[config.mk]
export PLATFORM = sky130hd
export DESIGN_NAME = div_arbiter
export DESIGN_NICKNAME = d
export VERILOG_FILES = /design/src/rtl/div_arbiter.sv
export SDC_FILE = /design/constraint.sdc
export NUM_CORES = 1
export LEC_CHECK = 0
export ABC_AREA = 1
export CORE_MARGIN = 4
export CORE_UTILIZATION = 59
export DETAILED_ROUTE_END_ITERATION = 6
export PLACE_DENSITY = 0.86
export SETUP_SLACK_MARGIN = 0.5
export SLEW_MARGIN = 10
export SYNTH_ARGS = -nofsm -noshare
export SYNTH_HDL_FRONTEND = slang
export SYNTH_HIERARCHICAL = 1
export SYNTH_SLANG_ARGS = --single-unit
[constraint.sdc]
create_clock -name clk_i -period 4.31 [get_ports clk_i]
set_input_delay 0.862 -clock clk_i [delete_from_list [all_inputs] [get_ports clk_i]]
set_output_delay 0.862 -clock clk_i [all_outputs]
set_load 0.005 [all_outputs]
[src/rtl/div_arbiter.sv]
`timescale 1ns/1ps
// ---------------------------------------------------------------------------
// div_arbiter
//
// Purpose:
//   Shares a single iterative unsigned divider among NUM_REQ low-rate
//   requesters. One pending request is accepted at a time, issued to the
//   divider, and its quotient is returned on a single result stream tagged
//   with the index of the requester that asked for it.
//
// Ports (div_arbiter):
//   clk_i            clock
//   reset_ni         synchronous active-low reset (also resets the divider)
//   s_numerator_i    packed numerators, requester k at [k*INPUT_WIDTH +: INPUT_WIDTH]
//   s_denominator_i  packed denominators, same packing
//   s_valid_i        request pending, one bit per requester
//   s_ready_o        one-hot accept, combinational, only while idle
//   m_result_o       quotient of the last completed division (held)
//   m_id_o           requester index that owns m_result_o (held)
//   m_valid_o        single-cycle strobe marking a new result
//   busy_o           high whenever a division is being issued or awaited
//
// Build options:
//   DIV_ARB_FIXED_PRIO_EN  when defined, the lowest pending index always wins
//                          and the round-robin pointer is not built. When
//                          undefined (default), grants rotate round-robin.
//
// Also contains `div`, the iterative restoring divider used by the arbiter.
// ---------------------------------------------------------------------------

// ---------------------------------------------------------------------------
// div
//
// Purpose:
//   Iterative (one quotient bit per cycle) unsigned restoring divider.
//   A zero numerator or denominator short-circuits to a 0 result one cycle
//   after valid_i. Otherwise the result appears RESULT_WIDTH+1 cycles after
//   valid_i. Quotients that do not fit RESULT_WIDTH bits saturate to all ones.
//   A new valid_i is ignored while a division is running.
//
// Ports:
//   clk_i, reset_ni  clock and synchronous active-low reset
//   numerator_i      dividend, sampled with valid_i
//   denominator_i    divisor, sampled with valid_i
//   valid_i          start strobe
//   result_o         quotient, held until the next completion
//   valid_o          single-cycle completion strobe
// ---------------------------------------------------------------------------
module div #(
  parameter int INPUT_WIDTH  = 16,
  parameter int RESULT_WIDTH = 16,
  parameter bit PIPELINED    = 1'b0
) (
  input  logic                    clk_i,
  input  logic                    reset_ni,
  input  logic [INPUT_WIDTH-1:0]  numerator_i,
  input  logic [INPUT_WIDTH-1:0]  denominator_i,
  input  logic                    valid_i,
  output logic [RESULT_WIDTH-1:0] result_o,
  output logic                    valid_o
);

  localparam int REM_WIDTH = INPUT_WIDTH + RESULT_WIDTH;
  localparam int CNT_WIDTH = $clog2(RESULT_WIDTH + 1);

  // Only the iterative architecture exists; refuse to elaborate otherwise.
  generate
    if (PIPELINED) begin : g_cfg_check
      $error("div: only the iterative variant (PIPELINED=0) is implemented");
    end
  endgenerate

  logic [REM_WIDTH-1:0]    rem;
  logic [REM_WIDTH-1:0]    dsh;
  logic [RESULT_WIDTH-1:0] quo;
  logic [RESULT_WIDTH-1:0] quo_next;
  logic [CNT_WIDTH-1:0]    cnt;
  logic                    running;
  logic                    sat;
  logic                    rem_ge;
  logic                    is_zero;
  logic                    will_sat;

  // One restoring step: compare the partial remainder against the shifted
  // divisor and shift the resulting quotient bit in at the LSB.
  always_comb begin
    rem_ge   = (rem >= dsh);
    quo_next = (quo << 1) | RESULT_WIDTH'(rem_ge);
    is_zero  = (numerator_i == '0) || (denominator_i == '0);
    // The quotient overflows exactly when N >= D * 2^RESULT_WIDTH.
    will_sat = (REM_WIDTH'(numerator_i) >= (REM_WIDTH'(denominator_i) << RESULT_WIDTH));
  end

  // Sequencing: load on valid_i, then RESULT_WIDTH iterations. Saturated
  // divisions still run the full count so latency does not depend on data.
  always_ff @(posedge clk_i) begin
    if (!reset_ni) begin
      rem      <= '0;
      dsh      <= '0;
      quo      <= '0;
      cnt      <= '0;
      running  <= 1'b0;
      sat      <= 1'b0;
      result_o <= '0;
      valid_o  <= 1'b0;
    end else begin
      valid_o <= 1'b0;
      if (!running) begin
        if (valid_i) begin
          if (is_zero) begin
            result_o <= '0;
            valid_o  <= 1'b1;
          end else begin
            rem     <= REM_WIDTH'(numerator_i);
            dsh     <= REM_WIDTH'(denominator_i) << (RESULT_WIDTH - 1);
            quo     <= '0;
            cnt     <= CNT_WIDTH'(RESULT_WIDTH);
            sat     <= will_sat;
            running <= 1'b1;
          end
        end
      end else begin
        if (rem_ge) begin
          rem <= rem - dsh;
        end
        dsh <= dsh >> 1;
        quo <= quo_next;
        cnt <= cnt - CNT_WIDTH'(1);
        if (cnt == CNT_WIDTH'(1)) begin
          running  <= 1'b0;
          valid_o  <= 1'b1;
          result_o <= sat ? '1 : quo_next;
        end
      end
    end
  end

endmodule

module div_arbiter #(
  parameter  int NUM_REQ      = 4,
  parameter  int INPUT_WIDTH  = 16,
  parameter  int RESULT_WIDTH = 16,
  localparam int ID_WIDTH     = (NUM_REQ <= 2) ? 1 : $clog2(NUM_REQ)
) (
  input  logic                           clk_i,
  input  logic                           reset_ni,
  input  logic [NUM_REQ*INPUT_WIDTH-1:0] s_numerator_i,
  input  logic [NUM_REQ*INPUT_WIDTH-1:0] s_denominator_i,
  input  logic [NUM_REQ-1:0]             s_valid_i,
  output logic [NUM_REQ-1:0]             s_ready_o,
  output logic [RESULT_WIDTH-1:0]        m_result_o,
  output logic [ID_WIDTH-1:0]            m_id_o,
  output logic                           m_valid_o,
  output logic                           busy_o
);

  typedef enum logic [1:0] {
    IDLE  = 2'd0,
    ISSUE = 2'd1,
    WAIT  = 2'd2
  } state_t;

  state_t                  state;
  logic [ID_WIDTH-1:0]     grant_id;
  logic                    any_valid;
  logic [INPUT_WIDTH-1:0]  sel_num;
  logic [INPUT_WIDTH-1:0]  sel_den;
  logic [INPUT_WIDTH-1:0]  op_num;
  logic [INPUT_WIDTH-1:0]  op_den;
  logic [ID_WIDTH-1:0]     owner;
  logic                    div_valid_in;
  logic [RESULT_WIDTH-1:0] div_result;
  logic                    div_valid_out;
`ifndef DIV_ARB_FIXED_PRIO_EN
  logic [ID_WIDTH-1:0]     rr_ptr;
`endif

  // Grant selection among the currently pending requesters.
  always_comb begin
    grant_id  = '0;
    any_valid = 1'b0;
`ifdef DIV_ARB_FIXED_PRIO_EN
    // Descending scan: the lowest pending index is assigned last and wins.
    for (int k = NUM_REQ - 1; k >= 0; k--) begin
      if (s_valid_i[k]) begin
        grant_id  = ID_WIDTH'(k);
        any_valid = 1'b1;
      end
    end
`else
    // Distance i from the pointer is scanned from far to near, so the
    // nearest pending requester after rr_ptr is assigned last and wins.
    for (int i = NUM_REQ; i >= 1; i--) begin
      for (int k = 0; k < NUM_REQ; k++) begin
        if (s_valid_i[k] && (k == ((int'(rr_ptr) + i) % NUM_REQ))) begin
          grant_id  = ID_WIDTH'(k);
          any_valid = 1'b1;
        end
      end
    end
`endif
  end

  // Operand mux for the winner, and the one-hot accept while idle.
  always_comb begin
    sel_num   = '0;
    sel_den   = '0;
    s_ready_o = '0;
    for (int k = 0; k < NUM_REQ; k++) begin
      if (grant_id == ID_WIDTH'(k)) begin
        sel_num      = s_numerator_i[k*INPUT_WIDTH +: INPUT_WIDTH];
        sel_den      = s_denominator_i[k*INPUT_WIDTH +: INPUT_WIDTH];
        s_ready_o[k] = reset_ni && (state == IDLE) && any_valid;
      end
    end
  end

  // Control FSM. IDLE accepts and latches a request, ISSUE pulses the
  // divider start for one cycle, WAIT forwards the quotient and returns to
  // IDLE on the same edge so a new accept can happen in the strobe cycle.
  always_ff @(posedge clk_i) begin
    if (!reset_ni) begin
      state        <= IDLE;
      op_num       <= '0;
      op_den       <= '0;
      owner        <= '0;
      div_valid_in <= 1'b0;
      m_result_o   <= '0;
      m_id_o       <= '0;
      m_valid_o    <= 1'b0;
      busy_o       <= 1'b0;
`ifndef DIV_ARB_FIXED_PRIO_EN
      rr_ptr       <= ID_WIDTH'(NUM_REQ - 1);
`endif
    end else begin
      m_valid_o    <= 1'b0;
      div_valid_in <= 1'b0;
      case (state)
        IDLE: begin
          if (any_valid) begin
            op_num       <= sel_num;
            op_den       <= sel_den;
            owner        <= grant_id;
            div_valid_in <= 1'b1;
            busy_o       <= 1'b1;
            state        <= ISSUE;
          end
        end
        ISSUE: begin
          state <= WAIT;
        end
        WAIT: begin
          if (div_valid_out) begin
            m_result_o <= div_result;
            m_id_o     <= owner;
            m_valid_o  <= 1'b1;
            busy_o     <= 1'b0;
`ifndef DIV_ARB_FIXED_PRIO_EN
            rr_ptr     <= owner;
`endif
            state      <= IDLE;
          end
        end
        default: begin
          state  <= IDLE;
          busy_o <= 1'b0;
        end
      endcase
    end
  end

  div #(
    .INPUT_WIDTH  (INPUT_WIDTH),
    .RESULT_WIDTH (RESULT_WIDTH),
    .PIPELINED    (1'b0)
  ) u_div (
    .clk_i         (clk_i),
    .reset_ni      (reset_ni),
    .numerator_i   (op_num),
    .denominator_i (op_den),
    .valid_i       (div_valid_in),
    .result_o      (div_result),
    .valid_o       (div_valid_out)
  );

  // A completion outside WAIT would be silently dropped; it indicates a
  // sequencing bug between the FSM and the divider.
  a_div_valid_only_in_wait: assert property (
    @(posedge clk_i) disable iff (!reset_ni) div_valid_out |-> (state == WAIT)
  );

endmodule

==> metrics.csv, run 1 <==
stage;metric;value;unit
clock_network;CTS Buffer Depth;2;
clock_network;Worst-Skew Late Latency;0.43;ns
critical_path;Worst setup EP type;output port;
floorplanning;Die X;139;um
timing;Hold Violations, Final;0;
clock_network;total CTS buffers;17;
clock_network;quantity of hold-fixing buffers added after cts;0;
routing;drt wl/cell;16.1;um
timing;Max Fclk;275;MHz
logic_synthesis;Synth cell types;44;
global_route;pin count of the biggest net entering global routing;65;
min_path;HP Class;reg2reg;
floorplanning;Starting Density;0.607;
routing;number of remaining DRC errors;0;
logic_synthesis;sequential share of the synthesized area;0.318;
critical_path;Crit Path Category;in2out;
final_layout;cell area after layout;0.0124;mm^2
floorplanning;die height;139;um
run;total of max-cap violations;0;
critical_path;CP max-delay cell;clkdlybuf4s50_1;
final_layout;area delta synth->final;22.3;%
placed_design;gpl congestion;1.03;
power;leakage;5.73;nW
clock_network;clock sink count;161;
global_route;all-layer global routing usage;0.323;
floorplanning;Core ar.;0.0167;mm^2
critical_path;worst path bufs/invs;2;
critical_path;CP Max Fanout;12;
timing;final setup violation count;0;
timing;Final period util;0.844;
routing;via density per instance;5.57;
logic_synthesis;largest cells by area after synthesis;dfxtp_1 (32%), nand2_1 (19%), inv_1 (8.0%), a21oi_1 (6.5%), nand3_1 (5.3%);
critical_path;Critical Path AT;2.78;ns
critical_path;Critical Path Max Stage Delay;0.52;ns
routing;Iter 0 DRT Violations;982;
routing;DR vias;11000;
logic_synthesis;synthesized area;0.0101;mm^2
timing;RSZ-0062 raised after global routing;false;
floorplanning;I/O pin count;158;
logic_synthesis;post-synth top area share;0.318;
clock_network;Root Driver;clkbuf_16;
placed_design;placed inst area;0.0117;mm^2
logic_synthesis;Net Count, Synth;1801;
clock_network;H-tree levels;4;
critical_path;Crit path required time;3.45;ns
run_status;status;finished, final reports clean;
placed_design;pre-CTS setup slack;0.173;ns
logic_synthesis;post-synthesis cell count;1633;
timing;pins over their slew limit;0;
final_layout;commonest non-fill, non-tap cell in the layout;nand2_1;
power;Peak VDD IR;0.504;mV
routing;ANT nets after route;0;
global_route;grt ovf;0;
timing;final setup margin;0.672;ns
timing;slew margin rel.;0.221;
floorplanning;Cell Rows;47;
clock_network;CTS tree;done;
timing;TNS Setup;0;ns
timing;Hold Worst Slack;0.459;ns
timing;Worst Clk Skew;0.00762;ns
critical_path;cell chain of the critical path;clkdlybuf4s15_1, nand3_2, nand2_1, nand2_1, nand2_1, nand2_1, nand2_1, nand2_1, nand2_1, nand2_1, nand2_1, nand2_1, nand2_1, nand2_4, nand2_8, nand2_1, nor2_4, clkdlybuf4s50_1;
critical_path;delay-heaviest family, CP;simple AND/OR/NAND/NOR gates;
global_route;vias in the first global route;10300;
logic_synthesis;leading area contributor after synthesis;dfxtp_1;
global_route;global-route wire length before repair;51200;um
logic_synthesis;number of flops mapped to enable cells by yosys;0;
logic_synthesis;Mean Syn Cell Area;6.21;um^2
routing;Pre-antenna DRT Iters;5;
placed_design;I/O Buffers;157;
timing;Final Critical Period;3.64;ns
clock_network;clock slew at reported path FFs;0.06;ns
timing;Worst Tran Pin Value;1.17;ns
final_layout;most frequent cells in the layout;nand2_1 (509), inv_1 (216), dfxtp_1 (158);
final_layout;share of cells above drive strength 1;0.0614;
power;power per cell area;667;mW/mm^2
routing;total wire length;31900;um
critical_path;Setup crit start kind;input port;
logic_synthesis;dominant synthesized flop cell;dfxtp_1;
logic_synthesis;number of synthesized register bits;161;
power;Overall Power;0.00827;W
global_route;initial antenna violation count;1;
logic_synthesis;Yosys warnings;6;
logic_synthesis;ys async rst share;0;
floorplanning;die area;0.0193;mm^2
critical_path;most frequent CP cell;nand2_1;
final_layout;net count reported at finish;1915;
placed_design;dpl hpwl;23500;um
layout make-up:
class                      count  area [um^2]
inverter                     227          856
clock buffer                  20          457
sequential                   161         3230
fill                        1407         4310
tap                          220          275
timing repair buffer         173         1680
antenna                        1         2.50
multi-input combinational   1167         5720
clock inverter                12          174
what timing repair did:
item	4_1_cts	5_1_grt
setup endpoints to repair	4	4
pin swaps	0	2
setup buffers	0	0
endpoints found under the hold margin	0	0
gates resized for setup	12	9
logic make-up (layout without fill, tap and decap cells):
family / count (synthesis) / after routing / synth area share
AND/OR/NAND/NOR: 840 / 840 / 0.354
buffers and inverters: 305 / 432 / 0.124
AO/OA/AOI/OAI: 285 / 285 / 0.155
flip-flops: 161 / 161 / 0.318
adder cells (fa/ha/maj): 34 / 34 / 0.0427
XOR/XNOR: 8 / 8 / 0.00691
other: 0 / 1 / 0
metal layers:
metal	routed length, um	GRT usage
met2	14600	0.516
met3	2950	0.0714
met5	0	0
met1	13600	0.436
met4	742	0.103
power breakdown:
part           total [W]  switching, W  internal [W]
Sequential       0.00187      0.000156       0.00171
Combinational    0.00478       0.00318       0.00160
Clock            0.00162      0.000659      0.000956
Total            0.00827       0.00400       0.00427
synth_stat cells, types with 10 or more instances:
| cell | number |
|---|---|
| nand3_1 | 107 |
| buf_2 | 14 |
| a21oi_2 | 15 |
| clkbuf_1 | 46 |
| dfxtp_1 | 161 |
| a21oi_1 | 132 |
| nor3_1 | 10 |
| nand2_1 | 510 |
| o21ai_1 | 17 |
| ha_1 | 33 |
| nand3b_1 | 15 |
| inv_1 | 217 |
| nor2_1 | 125 |
| o21ai_0 | 93 |
| o221ai_1 | 15 |
| nand4_1 | 42 |
per-stage QoR:
step / std cells / utilization
after CTS: 1980 / 0.740
after global placement: 1948 / 0.701
final: 1981 / 0.742
after detailed placement: 1948 / 0.701
after global routing: 1981 / 0.742
after floorplan: 1633 / -
worst paths after layout:
kind / startpoint / to / slack, ns / cells past startpoint
max: s_valid_i[1] / s_ready_o[1] / 0.67 / 18
min reg2reg: u_div/dsh[15]$_SDFFE_PN0P_ / u_div/dsh[14]$_SDFFE_PN0P_ / 0.46 / 2
max reg2reg: u_div/running$_SDFF_PN0_ / u_div/result_o[12]$_SDFFE_PN0P_ / 1.21 / 5
min: u_div/dsh[15]$_SDFFE_PN0P_ / u_div/dsh[14]$_SDFFE_PN0P_ / 0.46 / 2
flip-flops by register name, indices dropped and copies added (netlist names):
register	cells
u_div/sat	1
u_div/running	1
op_den	16
busy_o	1
owner	2
div_valid_in	1
u_div/quo	15
op_num	16
u_div/valid_o	1
state	2
m_result_o	16
u_div/dsh	31
u_div/rem	32
m_id_o	2
rr_ptr	2
m_valid_o	1
u_div/cnt	5
u_div/result_o	16
worst reg2reg max path: cells and delay by family, from the launching register on:
family	cells	cell delay (ns)
compound gates	3	1.27
buf+inv	2	1.07
flops	1	0.65
Power figures use the tool's default switching activity.
==> run 2: changes to the inputs <==
--- a/config.mk
+++ b/config.mk
@@ -7,9 +7,9 @@
 export LEC_CHECK = 0
 export ABC_AREA = 1
 export CORE_MARGIN = 4
-export CORE_UTILIZATION = 59
+export CORE_UTILIZATION = 55
 export DETAILED_ROUTE_END_ITERATION = 6
-export PLACE_DENSITY = 0.86
+export PLACE_DENSITY = 0.81
 export SETUP_SLACK_MARGIN = 0.5
 export SLEW_MARGIN = 10
 export SYNTH_ARGS = -nofsm -noshare
==> constraint.sdc (replaced) <==
create_clock -name clk_i -period 3.78 [get_ports clk_i]
set_input_delay 0.756 -clock clk_i [delete_from_list [all_inputs] [get_ports clk_i]]
set_output_delay 0.756 -clock clk_i [all_outputs]
set_load 0.005 [all_outputs]
==> run 2 against run 1 <==
Net effect:
- worst setup slack worse by 0.078 ns
- clock-buffer cell count is 3 lower
- sequential power is 14% higher
- cell count is 1.0% higher
- routed wire length is 1.8% lower
- non-clock buffer count is 12 higher
- first-iteration DRC count is 3.4% lower
- via count is 1.5% lower
- flip-flop and latch count stayed put
- clock power is 7% higher
- combinational power is 14% higher
- critical path depth is 7 lower
- critical path type unchanged
- critical endpoint is now s_ready_o[2]
- highest routed layer unchanged
==> metrics.csv, run 2 (synthesis results as in run 1) <==
stage;metric;value;unit;change
run_status;status;finished, final reports clean;;unchanged
floorplanning;die height;144;um;was 139 um
critical_path;CP Max Fanout;3;;was 12
clock_network;Worst-Skew Late Latency;0.43;ns;about the same
critical_path;Crit path required time;3.02;ns;was 3.45 ns
floorplanning;Core ar.;0.0180;mm^2;was 0.0167 mm^2
global_route;grt ovf;0;;unchanged
critical_path;Worst setup EP type;output port;;unchanged
routing;total wire length;31300;um;was 31900 um
final_layout;fillers;1593;;was 1407
final_layout;share of cells above drive strength 1;0.0705;;was 0.0614
floorplanning;Starting Density;0.562;;was 0.607
final_layout;final core utilization;0.691;;was 0.742
min_path;Worst Hold Launch;u_div/dsh[15]$_SDFFE_PN0P_;;unchanged
floorplanning;Cell Rows;49;;was 47
power;Peak VDD IR;0.731;mV;was 0.504 mV
final_layout;register area;0.00323;mm^2;about the same
clock_network;quantity of hold-fixing buffers added after cts;0;;unchanged
routing;Pre-antenna DRT Iters;5;;unchanged
timing;Worst Clk Skew;0.0157;ns;was 0.00762 ns
run;total of max-cap violations;0;;unchanged
critical_path;Worst R2R Start;u_div/rem[0]$_SDFFE_PN0P_;;was u_div/running$_SDFF_PN0_
routing;Iter 0 DRT Violations;949;;was 982
final_layout;net count reported at finish;1927;;was 1915
min_path;Hold Path Stages;2;;unchanged
timing;Hold Violations, Final;0;;unchanged
floorplanning;Die X;144;um;was 139 um
clock_network;clock slew at reported path FFs;0.06;ns;about the same
critical_path;Critical Path AT;2.43;ns;was 2.78 ns
final_layout;commonest non-fill, non-tap cell in the layout;nand2_1;;unchanged
critical_path;Worst R2R Path Depth;16;;was 5
floorplanning;I/O pin count;158;;unchanged
placed_design;gpl congestion;0.997;;was 1.03
global_route;all-layer global routing usage;0.304;;was 0.323
placed_design;# placed instances;1968;;was 1948
power;Overall Power;0.00934;W;was 0.00827 W
timing;pins over their slew limit;0;;unchanged
clock_network;total CTS buffers;17;;unchanged
clock_network;clock sink count;161;;unchanged
power;leakage;5.79;nW;was 5.73 nW
final_layout;largest registers;u_div/rem (32), u_div/dsh (31);;unchanged
routing;DR vias;10900;;was 11000
placed_design;pre-CTS setup slack;0.0546;ns;was 0.173 ns
clock_network;Root Driver;clkbuf_16;;unchanged
timing;Final Critical Period;3.19;ns;
power;power per cell area;749;mW/mm^2;was 667 mW/mm^2
timing;Max Fclk;314;MHz;
critical_path;Setup crit start kind;input port;;unchanged
routing;number of remaining DRC errors;0;;unchanged
floorplanning;die area;0.0207;mm^2;was 0.0193 mm^2
clock_network;H-tree levels;4;;unchanged
clock_network;CTS tree;done;;unchanged
timing;final setup margin;0.594;ns;was 0.672 ns
final_layout;most frequent cells in the layout;nand2_1 (507), inv_1 (216), dfxtp_1 (158);;was nand2_1 (509), inv_1 (216), dfxtp_1 (158)
clock_network;CTS Buffer Depth;2;;unchanged
global_route;initial antenna violation count;0;;was 1
routing;drt wl/cell;15.6;um;was 16.1 um
timing;final setup violation count;0;;unchanged
placed_design;dpl hpwl;23500;um;about the same
timing;Worst Tran Pin Value;1.20;ns;was 1.17 ns
global_route;global-route wire length before repair;50100;um;was 51200 um
critical_path;CP Launch Point;s_valid_i[0];;was s_valid_i[1]
placed_design;I/O Buffers;157;;unchanged
global_route;vias in the first global route;10000;;was 10300
min_path;HP Class;reg2reg;;unchanged
timing;Final period util;0.843;;
routing;via density per instance;5.43;;was 5.57
routing;ANT nets after route;0;;unchanged
final_layout;Ant. Diodes;0;;was 1
final_layout;max FFs per register;32;;unchanged
timing;RSZ-0062 raised after global routing;true;;was false
timing;slew margin rel.;0.202;;was 0.221
critical_path;Crit Path Category;in2out;;unchanged
final_layout;Finished Layout Cells;2001;;was 1981
final_layout;largest reg by FF count;u_div/rem;;unchanged
final_layout;area delta synth->final;22.9;%;was 22.3%
final_layout;area of the multi-input gates;0.00571;mm^2;was 0.00572 mm^2
global_route;pin count of the biggest net entering global routing;65;;unchanged
run 2: through the flow:
step | TNS [ns] | hold WS (ns) | instance area (um^2)
6_report | 0 | 0.462 | 12500
5_1_grt | 0 | 0.489 | 12500
4_1_cts | 0 | 0.463 | 12400
3_5_place_dp | 0 | 0.452 | 11800
3_3_place_gp | -0.00449 | 0.449 | 11800
2_1_floorplan | 0 | 0.432 | 10100
run 2: metal layers:
metal | global-route usage | wire, um
met1 | 0.415 | 14100
met2 | 0.484 | 14100
met3 | 0.0636 | 2410
met4 | 0.0927 | 774
met5 | 0 | 0
run 2: worst paths after layout:
check / end / slack, ns
setup / recovery: s_ready_o[2] / 0.59
hold / removal: u_div/dsh[14]$_SDFFE_PN0P_ / 0.46
setup reg to reg: u_div/rem[30]$_SDFFE_PN0P_ / 0.92
hold reg to reg: u_div/dsh[14]$_SDFFE_PN0P_ / 0.46
run 2: repair_timing:
action                                  CTS  global route
hold endpoints to repair                  0             0
pin swaps                                 6             1
setup buffers                             1             0
resized for setup                        30             3
endpoints found under the setup margin    4             4
run 2: power breakdown:
group | leakage (nW) | total, W | switching, W | internal [W]
logic | 4.20 | 0.00547 | 0.00363 | 0.00184
clock network | 0.281 | 0.00174 | 0.000795 | 0.000941
registers | 1.31 | 0.00213 | 0.000179 | 0.00195
run 2: final cells by class:
class	count	area share
Timing Repair Buffer	185	0.143
Inverter	227	0.0687
Sequential cell	161	0.259
Clock buffer	17	0.0341
Clock inverter	15	0.0133
Tap cell	229	0.0230
Multi-Input combinational cell	1167	0.458
run 2: critical path, stage by stage:
cell and delay (ns):
dlygate4sd2_1 0.26, nand3_1 0.09, nand4_1 0.09, or3_4 0.39, nor4_2 0.17, nor2_2 0.08
nand2_2 0.11, buf_6 0.11, nor3_2 0.03, buf_4 0.13, clkdlybuf4s15_2 0.20
